### src/rtl/fetch_defs.sv
// Shared definitions for the fetch front end: FSM encodings and the bit layout
// of the in-flight tracker and prefetch queue entries.
package fetch_defs;

  typedef enum logic {
    FQ_IDLE = 1'b0,
    FQ_RUN  = 1'b1
  } fq_state_e;

  // Tracker entry {PC, epoch, int_flag}, LSB first.
  localparam int TRK_INT_POS   = 0;
  localparam int TRK_EPOCH_POS = 1;
  localparam int TRK_PC_LSB    = 2;

  // Queue entry {instruction, PC, int_flag}, LSB first; instruction sits above PC.
  localparam int QUE_INT_POS   = 0;
  localparam int QUE_PC_LSB    = 1;

endpackage

### src/rtl/fetch_fifo.sv
// Small synchronous FIFO with flush and occupancy count; pushes into a full
// FIFO and pops from an empty one are ignored.
module fetch_fifo #(
  parameter int WIDTH = 8,
  parameter int DEPTH = 4
) (
  input  logic                   clock,
  input  logic                   reset,
  input  logic                   flush,
  input  logic                   push,
  input  logic [WIDTH-1:0]       push_data,
  input  logic                   pop,
  output logic [WIDTH-1:0]       pop_data,
  output logic [$clog2(DEPTH):0] count
);

  localparam int PW = (DEPTH > 1) ? $clog2(DEPTH) : 1;
  localparam int CW = $clog2(DEPTH) + 1;
  localparam logic [CW-1:0] DEPTH_C = CW'(DEPTH);
  localparam logic [PW-1:0] LAST_C  = PW'(DEPTH - 1);

  logic [WIDTH-1:0] mem [DEPTH];
  logic [PW-1:0]    wr_ptr;
  logic [PW-1:0]    rd_ptr;
  logic             do_push;
  logic             do_pop;

  function automatic logic [PW-1:0] next_ptr(input logic [PW-1:0] p);
    return (p == LAST_C) ? '0 : p + 1'b1;
  endfunction

  assign do_push  = push && (count < DEPTH_C) && !flush;
  assign do_pop   = pop && (count != '0) && !flush;
  assign pop_data = mem[rd_ptr];

  always_ff @(posedge clock or negedge reset) begin
    if (!reset) begin
      wr_ptr <= '0;
      rd_ptr <= '0;
      count  <= '0;
    end else if (flush) begin
      wr_ptr <= '0;
      rd_ptr <= '0;
      count  <= '0;
    end else begin
      if (do_push) wr_ptr <= next_ptr(wr_ptr);
      if (do_pop)  rd_ptr <= next_ptr(rd_ptr);
      case ({do_push, do_pop})
        2'b10:   count <= count + 1'b1;
        2'b01:   count <= count - 1'b1;
        default: count <= count;
      endcase
    end
  end

  // Storage is data only; validity comes from count, so it needs no reset.
  always_ff @(posedge clock) begin
    if (do_push) mem[wr_ptr] <= push_data;
  end

endmodule

### src/rtl/fetch_queue_unit.sv
// Decoupled instruction fetch: pipelined word reads into a prefetch queue, with
// redirects and interrupt entry handled by epoch-tagging in-flight reads.
module fetch_queue_unit
  import fetch_defs::*;
#(
  parameter int CORE            = 0,
  parameter int DATA_WIDTH      = 32,
  parameter int ADDRESS_BITS    = 20,
  parameter int DEPTH           = 4,
  parameter int MAX_OUTSTANDING = 2
) (
  input  logic                    clock,
  input  logic                    reset,
  input  logic                    start,
  input  logic [ADDRESS_BITS-1:0] program_address,
  input  logic                    redirect_valid,
  input  logic [ADDRESS_BITS-1:0] redirect_target,
  input  logic                    interrupt_valid,
  input  logic [ADDRESS_BITS-1:0] interrupt_PC,
  output logic                    mem_req_valid,
  input  logic                    mem_req_ready,
  output logic [ADDRESS_BITS-1:0] mem_req_addr,
  input  logic                    mem_rsp_valid,
  input  logic [DATA_WIDTH-1:0]   mem_rsp_data,
  output logic                    out_valid,
  input  logic                    out_ready,
  output logic [DATA_WIDTH-1:0]   out_instruction,
  output logic [ADDRESS_BITS-1:0] out_PC,
  output logic                    out_interrupt,
  input  logic                    report
);

  localparam int CW    = $clog2(DEPTH) + 1;
  localparam int OW    = $clog2(MAX_OUTSTANDING) + 1;
  localparam int SW    = ((CW > OW) ? CW : OW) + 1;
  localparam int TRK_W = ADDRESS_BITS + 2;
  localparam int QUE_W = DATA_WIDTH + ADDRESS_BITS + 1;

  fq_state_e               state;
  fq_state_e               state_next;
  logic [ADDRESS_BITS-1:0] fetch_PC;
  logic                    epoch;
  logic                    pending_int;
  logic [CW-1:0]           count;
  logic [OW-1:0]           outstanding;
  logic [SW-1:0]           in_use;

  logic                    flush;
  logic                    int_take;
  logic [ADDRESS_BITS-1:0] flush_target;
  logic                    req_fire;
  logic                    rsp_fire;
  logic                    que_push;
  logic                    que_pop;
  logic [TRK_W-1:0]        trk_rd;
  logic [QUE_W-1:0]        que_rd;
  logic                    trk_current;

  assign int_take     = (state == FQ_RUN) && interrupt_valid;
  assign flush        = (state == FQ_RUN) && (interrupt_valid || redirect_valid || start);
  assign flush_target = interrupt_valid ? interrupt_PC :
                        redirect_valid  ? redirect_target : program_address;

  assign in_use   = SW'(count) + SW'(outstanding);
  assign req_fire = mem_req_valid && mem_req_ready;
  // Responses with nothing tracked (e.g. stragglers after a reset) are ignored.
  assign rsp_fire = mem_rsp_valid && (outstanding != '0);

  assign trk_current = (trk_rd[TRK_EPOCH_POS] == epoch);
  assign que_push    = rsp_fire && trk_current && !flush;
  assign que_pop     = out_valid && out_ready && !flush;

  always_ff @(posedge clock or negedge reset) begin
    if (!reset) state <= FQ_IDLE;
    else        state <= state_next;
  end

  always_comb begin
    state_next = state;
    if (state == FQ_IDLE && start) state_next = FQ_RUN;
  end

  always_comb begin
    mem_req_valid = (state == FQ_RUN) &&
                    (outstanding < OW'(MAX_OUTSTANDING)) &&
                    (in_use < SW'(DEPTH));
  end

  assign mem_req_addr = fetch_PC >> 2;

  // A request accepted in a flush cycle keeps the old epoch and is dropped on return.
  always_ff @(posedge clock or negedge reset) begin
    if (!reset) begin
      fetch_PC    <= '0;
      epoch       <= 1'b0;
      pending_int <= 1'b0;
    end else if (state == FQ_IDLE) begin
      if (start) fetch_PC <= program_address;
    end else if (flush) begin
      fetch_PC    <= flush_target;
      epoch       <= ~epoch;
      pending_int <= int_take;
    end else if (req_fire) begin
      fetch_PC    <= fetch_PC + ADDRESS_BITS'(4);
      pending_int <= 1'b0;
    end
  end

  fetch_fifo #(
    .WIDTH (TRK_W),
    .DEPTH (MAX_OUTSTANDING)
  ) u_tracker (
    .clock     (clock),
    .reset     (reset),
    .flush     (1'b0),
    .push      (req_fire),
    .push_data ({fetch_PC, epoch, pending_int}),
    .pop       (rsp_fire),
    .pop_data  (trk_rd),
    .count     (outstanding)
  );

  fetch_fifo #(
    .WIDTH (QUE_W),
    .DEPTH (DEPTH)
  ) u_queue (
    .clock     (clock),
    .reset     (reset),
    .flush     (flush),
    .push      (que_push),
    .push_data ({mem_rsp_data, trk_rd[TRK_PC_LSB +: ADDRESS_BITS], trk_rd[TRK_INT_POS]}),
    .pop       (que_pop),
    .pop_data  (que_rd),
    .count     (count)
  );

  // Head fields are masked while empty so the outputs read zero after reset.
  assign out_valid       = (count != '0);
  assign out_instruction = out_valid ? que_rd[QUE_PC_LSB + ADDRESS_BITS +: DATA_WIDTH] : '0;
  assign out_PC          = out_valid ? que_rd[QUE_PC_LSB +: ADDRESS_BITS] : '0;
  assign out_interrupt   = out_valid && que_rd[QUE_INT_POS];

`ifndef SYNTHESIS
  always @(posedge clock) begin
    if (report)
      $display("fetch_queue_unit core %0d: state=%0d fetch_PC=%h epoch=%0b count=%0d outstanding=%0d pending_int=%0b",
               CORE, state, fetch_PC, epoch, count, outstanding, pending_int);
  end

  a_rsp_tracked: assert property (@(posedge clock) disable iff (!reset)
    !(mem_rsp_valid && outstanding == '0));
  a_count_bound: assert property (@(posedge clock) disable iff (!reset)
    count <= CW'(DEPTH));
`endif

endmodule

### config.mk
export PLATFORM = sky130hd
export DESIGN_NAME = fetch_queue_unit
export DESIGN_NICKNAME = d
export VERILOG_FILES = /design/src/rtl/fetch_defs.sv /design/src/rtl/fetch_fifo.sv /design/src/rtl/fetch_queue_unit.sv
export SDC_FILE = /design/constraint.sdc
export NUM_CORES = 1
export LEC_CHECK = 0
export ABC_AREA = 0
export BUFFER_PORTS_ARGS = -buffer_cell sky130_fd_sc_hd__buf_4
export CELL_PAD_IN_SITES_DETAIL_PLACEMENT = 0
export CELL_PAD_IN_SITES_GLOBAL_PLACEMENT = 1
export CORE_MARGIN = 8
export CORE_UTILIZATION = 30
export DETAILED_ROUTE_END_ITERATION = 10
export PLACE_DENSITY_LB_ADDON = 0.1
export RECOVER_POWER = 50
export SYNTH_ARGS = -nofsm -noshare
export SYNTH_HDL_FRONTEND = slang
export SYNTH_SLANG_ARGS = --single-unit
### constraint.sdc
create_clock -name clock -period 7.65 [get_ports clock]
set_input_delay 0.765 -clock clock [delete_from_list [all_inputs] [get_ports clock]]
set_output_delay 0.765 -clock clock [all_outputs]
set_load 0.02 [all_outputs]
==> results of run 1 <==
-- worst min-delay path by stage --
| stage | endpoint | startpoint |
|---|---|---|
| floorplan | u_tracker.mem[0][0] | pending_int |
| global placement | u_tracker.mem[0][3] | fetch_PC[1] |
| detailed placement | u_tracker.mem[0][2] | fetch_PC[0] |
| CTS | fetch_PC[19] | reset |
| global route | u_queue.mem[2][43] | mem_rsp_data[22] |
| finish | u_tracker.mem[0][2] | fetch_PC[0] |
-- flip-flops by register name, indices dropped and copies added, names as in the netlist --
register          cells
u_tracker.count       2
u_queue.mem         212
u_tracker.wr_ptr      1
pending_int           1
fetch_PC             20
u_tracker.mem        44
u_queue.rd_ptr        2
u_queue.wr_ptr        2
epoch                 1
u_queue.count         3
state                 1
u_tracker.rd_ptr      1
-- worst reg2reg max path: cells and delay by family, from the launching register on --
kind | cells | cell delay (ps)
AND/OR/NAND/NOR | 3 | 1730
buffers and inverters | 2 | 1630
adder cells (fa/ha/maj) | 1 | 440
flip-flops | 1 | 330
AO/OA/AOI/OAI | 1 | 210
-- metal layers --
layer	wire length, µm	share of wire
met2	14400	0.48
met5	0	0
met3	1740	0.059
met1	13300	0.45
met4	352	0.012
-- power by group --
part	leakage [µW]	switching, µW	total [µW]	internal (µW)
sequential	0.00272	84.5	1970	1890
combinational	0.00179	221	368	147
clock	0.000461	566	1370	803
-- synth_stat cells, drive strengths merged (6+ instances only) --
| master | count | area [µm²] |
|---|---|---|
| edfxtp | 256 | 7690 |
| and2 | 62 | 390 |
| mux4 | 53 | 1190 |
| nand2 | 42 | 160 |
| dfrtp | 34 | 851 |
| buf | 32 | 216 |
| o21ai | 31 | 155 |
| clkbuf | 26 | 108 |
| mux2 | 22 | 248 |
| nor2 | 18 | 70.1 |
| a31oi | 13 | 81.3 |
| xnor2 | 13 | 114 |
| o22ai | 11 | 68.8 |
| o211ai | 10 | 75.1 |
| a21oi | 9 | 45.0 |
| nand3 | 9 | 45.0 |
| a22oi | 8 | 60.1 |
| ha | 8 | 100 |
| inv | 8 | 30.0 |
| a22o | 6 | 52.6 |
| mux2i | 6 | 60.1 |
| nand4 | 6 | 37.5 |
| nor3 | 6 | 30.0 |
-- layout make-up --
cell class,instances,share of cell area
clock inverters,12,0.00537
repair buffers,180,0.0788
well taps,532,0.0454
clock buffers,44,0.0582
inverters,9,0.00230
multi-input cells,376,0.228
flip-flops and latches,290,0.582
-- per-stage QoR --
| stage | hold slack [ps] | setup WS, ps | total power, µW | utilization |
|---|---|---|---|---|
| 2_1_floorplan | 437 | 4020 | 2250 | - |
| 3_3_place_gp | 463 | 3310 | 2410 | 0.344 |
| 3_5_place_dp | 476 | 3180 | 2420 | 0.344 |
| 4_1_cts | 200 | 3730 | 3810 | 0.367 |
| 5_1_grt | 479 | 2870 | 3880 | 0.362 |
| 6_report | 487 | 3230 | 3710 | 0.362 |
-- kinds of logic after synthesis --
group	after synthesis	share of synthesized area
AND/OR/NAND/NOR	168	0.0759
flip-flops	290	0.697
other	1	0.000306
buffers and inverters	67	0.0292
multiplexers	81	0.123
adder cells (fa/ha/maj)	9	0.00981
AO/OA/AOI/OAI	100	0.0534
XOR/XNOR	16	0.0114
==> impl_metrics.py, run 1 <==
metrics = {
    "critical_path": {
        "crit_path_start_kind": "flip-flop",
        "cpMaxStageDelayCell": "clkbuf_1",
        "reg2reg_depth": 7,
        "cp.depth": 7,
        "regToRegEndpoint": "u_queue.count[2]",
        "worstSetupStartpoint": "state",
        "cp_num_buf_inv": 2,
        "critical_path_class": "flip-flop to flip-flop",
        "reg2reg_from": "state",
        "crit_end": "u_queue.count[2]",
        "end_kind": "flip-flop",
        "cp_top_family": "simple AND/OR/NAND/NOR gates",
        "critPathArrivalTime_ps": 4860,
        "critPathMaxFanout": 31,
        "critPathMaxStageDelay_ps": 1000,
        "path_cells": "clkbuf_1 > inv_1 > nor2_1 > nor3_1 > fa_1 > or4_2 > a31oi_1",
        "ff2ff_setup_slack_ps": 3230,
        "cp.required_ps": 8090,
    },
    "clocking": {
        "clkLatencyLatePin_ps": 540,
        "path_clk_slew_ps": 70,
        "clockBufferDepth": 3,
        "cts_tree": "yes",
        "cts.sinks": 290,
        "cts_made_buffers": 31,
        "cts_hold_buf": 0,
        "cts_setup_buffers": 0,
        "htree_levels": 1,
        "cts_resized": 0,
        "cts_root_buf": "clkbuf_16",
    },
    "placed_design": {
        "dp_hpwl_um": 19600,
        "place.gp.congestion": 0.799,
        "portBuffers": 172,
        "place_area_mm2": 0.0140,
        "dp.cells": 1387,
    },
    "finish": {
        "diodes": 0,
        "finish.instance_area_mm2": 0.0147,
        "multiInputGateArea_mm2": 0.00334,
        "layout-drive-gt1-share": 0.259,
        "mostFrequentLayoutCell": "edfxtp_1",
        "finalNonFillerCells": 1443,
        "fillerInstances": 3926,
        "layout_common_cells": "edfxtp_1, buf_4, clkbuf_1, and2_1, mux4_2",
        "final_nets": 998,
        "area_growth_pct": 19.8,
        "ff_latch_area_mm2": 0.00854,
    },
    "grt": {
        "use_met1": 0.161,
        "grtUsageMet2": 0.209,
        "grt_start_max_net_pins": 58,
        "top_usage_layer": "met2",
        "grt_pass1_wl_um": 45800,
        "grt_remaining_overflow": 0,
        "grt_use_total": 0.124,
        "grt_pass1_vias": 7494,
        "antenna_found_initial": 0,
        "grt_util_met3": 0.0294,
    },
    "timing": {
        "drv_slew": 35,
        "slew-limit-headroom": -0.437,
        "finalSetupViolCount": 0,
        "post-route-period-util": 0.578,
        "setup-tns-final_ps": 0,
        "hold_viol_final": 0,
        "rsz0062_at_grt": "no",
        "fmax_mhz": 226,
        "finClkSkew_ps": 14.5,
        "finalCriticalPeriod_ps": 4420,
        "tightest_slew_ps": 2160,
    },
    "route": {
        "firstDrtPassIters": 4,
        "wl_um": 29700,
        "vias": 6801,
        "drcViolationCount": 0,
        "post_drt_via_cell_ratio": 4.71,
        "drtAntennaViolNets": 0,
        "drtIter0Drc": 315,
        "wl_per_cell_um": 20.6,
    },
    "synthesis": {
        "synth_seq_cells": 290,
        "synth_cells": 732,
        "syn_area_per_cell_um2": 16.7,
        "synth_area_mm2": 0.0122,
        "synthFlopType": "edfxtp_1",
        "ys_types": 57,
        "synth-edff-count": 256,
        "async_flop_share": 0.117,
        "ys_seq_area_frac": 0.697,
        "ys_warn_count": 0,
    },
    "floorplanning": {
        "die-area_mm2": 0.0475,
        "pin_count": 176,
        "num_rows": 74,
        "core_mm2": 0.0406,
        "die_height_um": 218,
        "initial_utilization": 0.302,
        "die_w_um": 218,
    },
    "min_path": {
        "whs_path_depth": 0,
        "hp-class": "flip-flop to flip-flop",
    },
    "power_and_ir_drop": {
        "power.density_mw_per_mm2": 253,
        "vdd.ir_drop.worst_v": 0.000156,
        "leakage_uw": 0.00498,
    },
    "status": {
        "status": "finished, violations left",
        "failed_checks": "max-capacitance violations, max-slew violations",
    },
    "flow_run": {
        "drv_cap": 1,
    },
}
No activity file was read; power rests on OpenSTA's default activity.
==> inputs of run 2 (changes only) <==
==> constraint.sdc (replaced) <==
create_clock -name clock -period 3.84 [get_ports clock]
set_input_delay 0.384 -clock clock [delete_from_list [all_inputs] [get_ports clock]]
set_output_delay 0.384 -clock clock [all_outputs]
set_load 0.02 [all_outputs]
==> run 2 against run 1 <==
Effect of this change:
- the flow still finishes with violations (max-capacitance violations, max-slew violations)
- sequential power rose by 97%
- clock skew fell by 5.5 ps
- critical path depth fell by 3
- design area rose by 2.2%
- clock-buffer cell count fell by 4
- critical path type is now flip-flop to primary output
- critical endpoint is now mem_req_valid
- largest cell class unchanged
==> impl_metrics.py, run 2 (synthesis results as in run 1) <==
metrics = {
    "clocking": {
        "cts.sinks": 290,
        "cts_setup_buffers": 0,
        "cts_resized": 0,
        "cts_made_buffers": 31,
        "cts_hold_buf": 1,
        "htree_levels": 1,
        "cts_tree": "yes",
        "clkLatencyLatePin_ps": 540,
        "path_clk_slew_ps": 70,
        "cts_root_buf": "clkbuf_16",
        "clockBufferDepth": 3,
    },
    "grt": {
        "antenna_found_initial": 0,
        "grt_pass1_vias": 7648,
        "grt_start_max_net_pins": 57,
        "grt_pass1_wl_um": 46400,
        "grt_use_total": 0.125,
        "grt_remaining_overflow": 0,
    },
    "critical_path": {
        "path_cells": "clkbuf_1 > or4b_1 > a31oi_1 > buf_4",
        "crit_path_start_kind": "flip-flop",
        "cpMaxStageDelayCell": "clkbuf_1",
        "critical_path_class": "flip-flop to primary output",
        "critPathMaxFanout": 30,
        "end_kind": "primary output",
        "cp.required_ps": 3460,
        "reg2reg_depth": 5,
        "critPathMaxStageDelay_ps": 990,
        "ff2ff_setup_slack_ps": 580,
        "cp_top_family": "buffers and inverters",
        "cp_num_buf_inv": 2,
        "reg2reg_from": "state",
        "regToRegEndpoint": "u_tracker.mem[0][9]",
        "critPathArrivalTime_ps": 2920,
    },
    "timing": {
        "setup-tns-final_ps": 0,
        "rsz0062_at_grt": "no",
        "hold_viol_final": 0,
        "tightest_slew_ps": 2100,
        "slew-limit-headroom": -0.401,
        "post-route-period-util": 0.861,
        "finalSetupViolCount": 0,
        "finalCriticalPeriod_ps": 3300,
        "finClkSkew_ps": 8.97,
        "fmax_mhz": 303,
        "setup_slack_ps": 536,
        "drv_slew": 35,
    },
    "power_and_ir_drop": {
        "leakage_uw": 0.00512,
        "power_frac_comb": 0.102,
        "power.density_mw_per_mm2": 528,
        "p_clk_frac": 0.408,
        "switching_share": 0.228,
        "vdd.ir_drop.worst_v": 0.000335,
        "p_switching_uw": 1800,
        "internal_power_uw": 6120,
        "seqPwrFrac": 0.490,
    },
    "placed_design": {
        "place.gp.congestion": 0.822,
        "portBuffers": 172,
        "pre_cts_ws_ps": 817,
        "dp_hpwl_um": 19600,
    },
    "finish": {
        "diodes": 0,
        "mostFrequentLayoutCell": "edfxtp_1",
        "layout-drive-gt1-share": 0.273,
        "area_growth_pct": 22.5,
        "regMostFlops": "u_queue.mem",
        "layout_common_cells": "edfxtp_1, buf_4, clkbuf_1, and2_1, mux4_2",
        "reg_top3": "u_queue.mem x212, u_tracker.mem x44, fetch_PC x20",
        "final_nets": 1006,
        "largest_register_ffs": 212,
    },
    "floorplanning": {
        "die_w_um": 218,
        "num_rows": 74,
        "core_mm2": 0.0406,
        "pin_count": 176,
        "die_height_um": 218,
        "initial_utilization": 0.302,
        "die-area_mm2": 0.0475,
    },
    "route": {
        "post_drt_via_cell_ratio": 4.72,
        "drtIter0Drc": 289,
        "vias": 6860,
        "wl_um": 30000,
        "firstDrtPassIters": 6,
        "drcViolationCount": 0,
        "wl_per_cell_um": 20.7,
        "drtAntennaViolNets": 0,
    },
    "status": {
        "failed_checks": "max-capacitance violations, max-slew violations",
        "status": "finished, violations left",
    },
    "flow_run": {
        "drv_cap": 1,
    },
    "min_path": {
        "hold_end": "u_queue.mem[0][25]",
        "hp-class": "primary input to flip-flop",
        "worstHoldStart": "mem_rsp_data[4]",
        "whs_path_depth": 1,
    },
}
## run 2: cell types whose count changed in the layout (fill, tap and decap cells not counted), moves of 2 or more
cell        delta
clkinv_2       -2
clkbuf_1       -2
clkinvlp_4     +2
bufinv_16      +7
clkbuf_2       +2
buf_4          -2
clkinv_1       -3
buf_12         +6
## run 2: cell type report
cell class | count | area, µm²
clock buffers | 40 | 830
flip-flops and latches | 290 | 8540
repair buffers | 188 | 1280
multi-input cells | 376 | 3350
clock inverters | 17 | 292
well taps | 532 | 666
fillers | 3887 | 25600
inverters | 9 | 33.8
## run 2: worst max-delay path by stage
| stage | start | end | slack (ps) | cells past startpoint |
|---|---|---|---|---|
| 2_1_floorplan | start | u_queue.mem[0][0] | 600 | 5 |
| 3_3_place_gp | interrupt_valid | u_queue.count[2] | 890 | 10 |
| 3_5_place_dp | interrupt_valid | u_queue.count[2] | 820 | 10 |
| 4_1_cts | u_queue.rd_ptr[0] | out_interrupt | 730 | 4 |
| 5_1_grt | state | mem_req_valid | 330 | 4 |
| 6_report | state | mem_req_valid | 540 | 4 |
## run 2: worst register-to-register path: stages, from the launching register on
cell and delay (ps):
dfrtp_1 340, clkbuf_1 990, or4b_1 570, a311o_4 400, nor2_2 90, clkbuf_2 490
## run 2: power groups by stage
stage	clock network, µW	logic [µW]	registers, µW
2_1_floorplan	0	591	3900
3_3_place_gp	0	868	3940
3_5_place_dp	0	899	3950
4_1_cts	3340	907	3890
5_1_grt	3460	896	3910
6_report	3240	808	3880
## run 2: per-stage QoR
step           instance area, µm²  std cells  total power [µW]   util  hold slack (ps)
2_1_floorplan               12200        733              4490      -             88.4
3_3_place_gp                14100       1394              4810  0.347              383
3_5_place_dp                14100       1394              4850  0.347              392
4_1_cts                     15200       1452              8130  0.375             10.4
5_1_grt                     15000       1452              8260  0.370             98.5
6_report                    15000       1452              7920  0.370              106
## run 2: per-layer routing
layer	vias to the layer above	track usage	wire length, µm
met5	-	0	0
met4	0	0.0253	442
met3	38	0.0298	1640
met2	176	0.209	14500
met1	3463	0.164	13400
li1	3183	-	-
==> inputs of run 3 (changes only) <==
--- a/config.mk
+++ b/config.mk
@@ -10,7 +10,7 @@
 export CELL_PAD_IN_SITES_DETAIL_PLACEMENT = 0
 export CELL_PAD_IN_SITES_GLOBAL_PLACEMENT = 1
 export CORE_MARGIN = 8
-export CORE_UTILIZATION = 30
+export CORE_UTILIZATION = 43
 export DETAILED_ROUTE_END_ITERATION = 10
 export PLACE_DENSITY_LB_ADDON = 0.1
 export RECOVER_POWER = 50
==> run 3 against run 2 <==
Effect of this change:
- the flow still finishes with violations (max-capacitance violations, max-slew violations)
- first-iteration DRC count up 29%
- utilization increased by 15 points
- die area shrank 28%
- sequential power about the same
- clock skew up 0.64 ps
- fmax is 5.5% higher
- combinational power shrank 2%
- sequential share of layout area up 1.3 points
- via count down 0.32%
- sequential cell count unchanged
- register-to-register slack better by 160 ps
- global-route usage increased by 3.3 points
- critical path type unchanged
==> impl_metrics.py, run 3 (synthesis results as in run 1) <==
metrics = {
    "clocking": {
        "cts_hold_buf": 1,
        "cts_root_buf": "clkbuf_16",
        "cts_setup_buffers": 0,
        "clockBufferDepth": 3,
        "cts_tree": "yes",
        "cts_resized": 0,
        "path_clk_slew_ps": 60,
        "cts.sinks": 290,
        "htree_levels": 1,
        "clkLatencyLatePin_ps": 530,
        "cts_made_buffers": 28,
    },
    "finish": {
        "area_growth_pct": 19.7,
        "final_nets": 1007,
        "regMostFlops": "u_queue.mem",
        "layout_common_cells": "edfxtp_1, buf_4, clkbuf_1, and2_1, mux4_2",
        "finish.instance_area_mm2": 0.0147,
        "diodes": 0,
        "mostFrequentLayoutCell": "edfxtp_1",
        "layout-drive-gt1-share": 0.268,
        "fillerInstances": 2345,
        "largest_register_ffs": 212,
        "reg_top3": "u_queue.mem x212, u_tracker.mem x44, fetch_PC x20",
    },
    "critical_path": {
        "end_kind": "primary output",
        "critPathMaxFanout": 56,
        "cp_num_buf_inv": 2,
        "critical_path_class": "flip-flop to primary output",
        "critPathMaxStageDelay_ps": 650,
        "critPathArrivalTime_ps": 2750,
        "crit_path_start_kind": "flip-flop",
        "path_cells": "or3_2 > clkbuf_2 > and2_1 > buf_4",
        "reg2reg_from": "state",
        "cp_top_family": "simple AND/OR/NAND/NOR gates",
        "cpMaxStageDelayCell": "clkbuf_2",
        "worstSetupStartpoint": "u_queue.count[2]",
        "cp.required_ps": 3460,
    },
    "timing": {
        "post-route-period-util": 0.816,
        "finalCriticalPeriod_ps": 3130,
        "slew-limit-headroom": -0.315,
        "setup-tns-final_ps": 0,
        "rsz0062_at_grt": "no",
        "tightest_slew_ps": 1970,
        "fmax_mhz": 319,
        "finClkSkew_ps": 9.61,
        "drv_slew": 35,
        "finalSetupViolCount": 0,
        "hold_viol_final": 0,
    },
    "power_and_ir_drop": {
        "leakage_uw": 0.00504,
        "vdd.ir_drop.worst_v": 0.000310,
        "power.density_mw_per_mm2": 502,
    },
    "floorplanning": {
        "num_rows": 61,
        "core_mm2": 0.0279,
        "die-area_mm2": 0.0341,
        "initial_utilization": 0.438,
        "die_w_um": 185,
        "pin_count": 176,
        "die_height_um": 185,
    },
    "route": {
        "post_drt_via_cell_ratio": 5.27,
        "wl_um": 26600,
        "drtAntennaViolNets": 0,
        "drtIter0Drc": 372,
        "firstDrtPassIters": 5,
        "drcViolationCount": 0,
        "vias": 6838,
        "wl_per_cell_um": 20.5,
    },
    "grt": {
        "grt_use_total": 0.158,
        "antenna_found_initial": 0,
        "grt_start_max_net_pins": 57,
        "grt_pass1_vias": 7431,
        "grt_remaining_overflow": 0,
        "grt_pass1_wl_um": 42300,
    },
    "flow_run": {
        "drv_cap": 1,
    },
    "status": {
        "failed_checks": "max-capacitance violations, max-slew violations",
        "status": "finished, violations left",
    },
    "min_path": {
        "worstHoldStart": "mem_rsp_data[8]",
        "hp-class": "primary input to flip-flop",
    },
    "placed_design": {
        "dp_hpwl_um": 17800,
        "place_area_mm2": 0.0140,
        "place.gp.congestion": 0.786,
        "portBuffers": 172,
    },
}
run 3: worst register-to-register path, cell delays in order, from the launching register on:
cell and delay (ps):
dfrtp_1 370, inv_1 360, nor2_2 70, clkbuf_1 300, nor4_4 250, clkbuf_1 480
and2_2 680, buf_12 270
run 3: worst paths after layout:
check,end,slack [ps],cells past startpoint
min in group asynchronous,u_tracker.count[1],950,2
min reg2reg,u_tracker.mem[1][3],480,0
max reg2reg,u_queue.mem[3][2],740,7
max in group asynchronous,u_queue.rd_ptr[0],1490,2
max,out_interrupt,710,4
min,u_queue.mem[1][29],110,1
run 3: routing by layer:
layer	global-route usage	share of wire	up-vias
met4	0.0339	0.015	0
met5	0	0	-
met2	0.265	0.48	213
li1	-	-	3181
met3	0.0413	0.071	36
met1	0.206	0.44	3408
run 3: area by class of cell:
type                            instances  area (µm²)  area share
Tap cell                              378         473      0.0323
Clock buffer                           40         807      0.0551
Multi-Input combinational cell        376        3340       0.228
Inverter                                9        33.8     0.00230
Timing Repair Buffer                  192        1350      0.0922
Clock inverter                         12         108     0.00734
Sequential cell                       290        8540       0.583
run 3: per-stage QoR:
step                      power, µW  std cells   util  hold slack, ps  setup slack [ps]
after detailed placement       4830       1244  0.500             385              1080
after CTS                      7530       1297  0.533            25.2               864
after global placement         4790       1244  0.500             378              1100
final                          7350       1297  0.525             109               707
after global routing           7660       1297  0.525             101               474
after floorplan                4490        733      -            88.4               596
run 3: power breakdown:
| group | leakage (µW) | total [µW] | switching [µW] | internal, µW |
|---|---|---|---|---|
| clock | 0.000449 | 2680 | 1100 | 1590 |
| sequential | 0.00272 | 3870 | 119 | 3760 |
| combinational | 0.00187 | 793 | 485 | 308 |
| total | 0.00504 | 7350 | 1700 | 5650 |
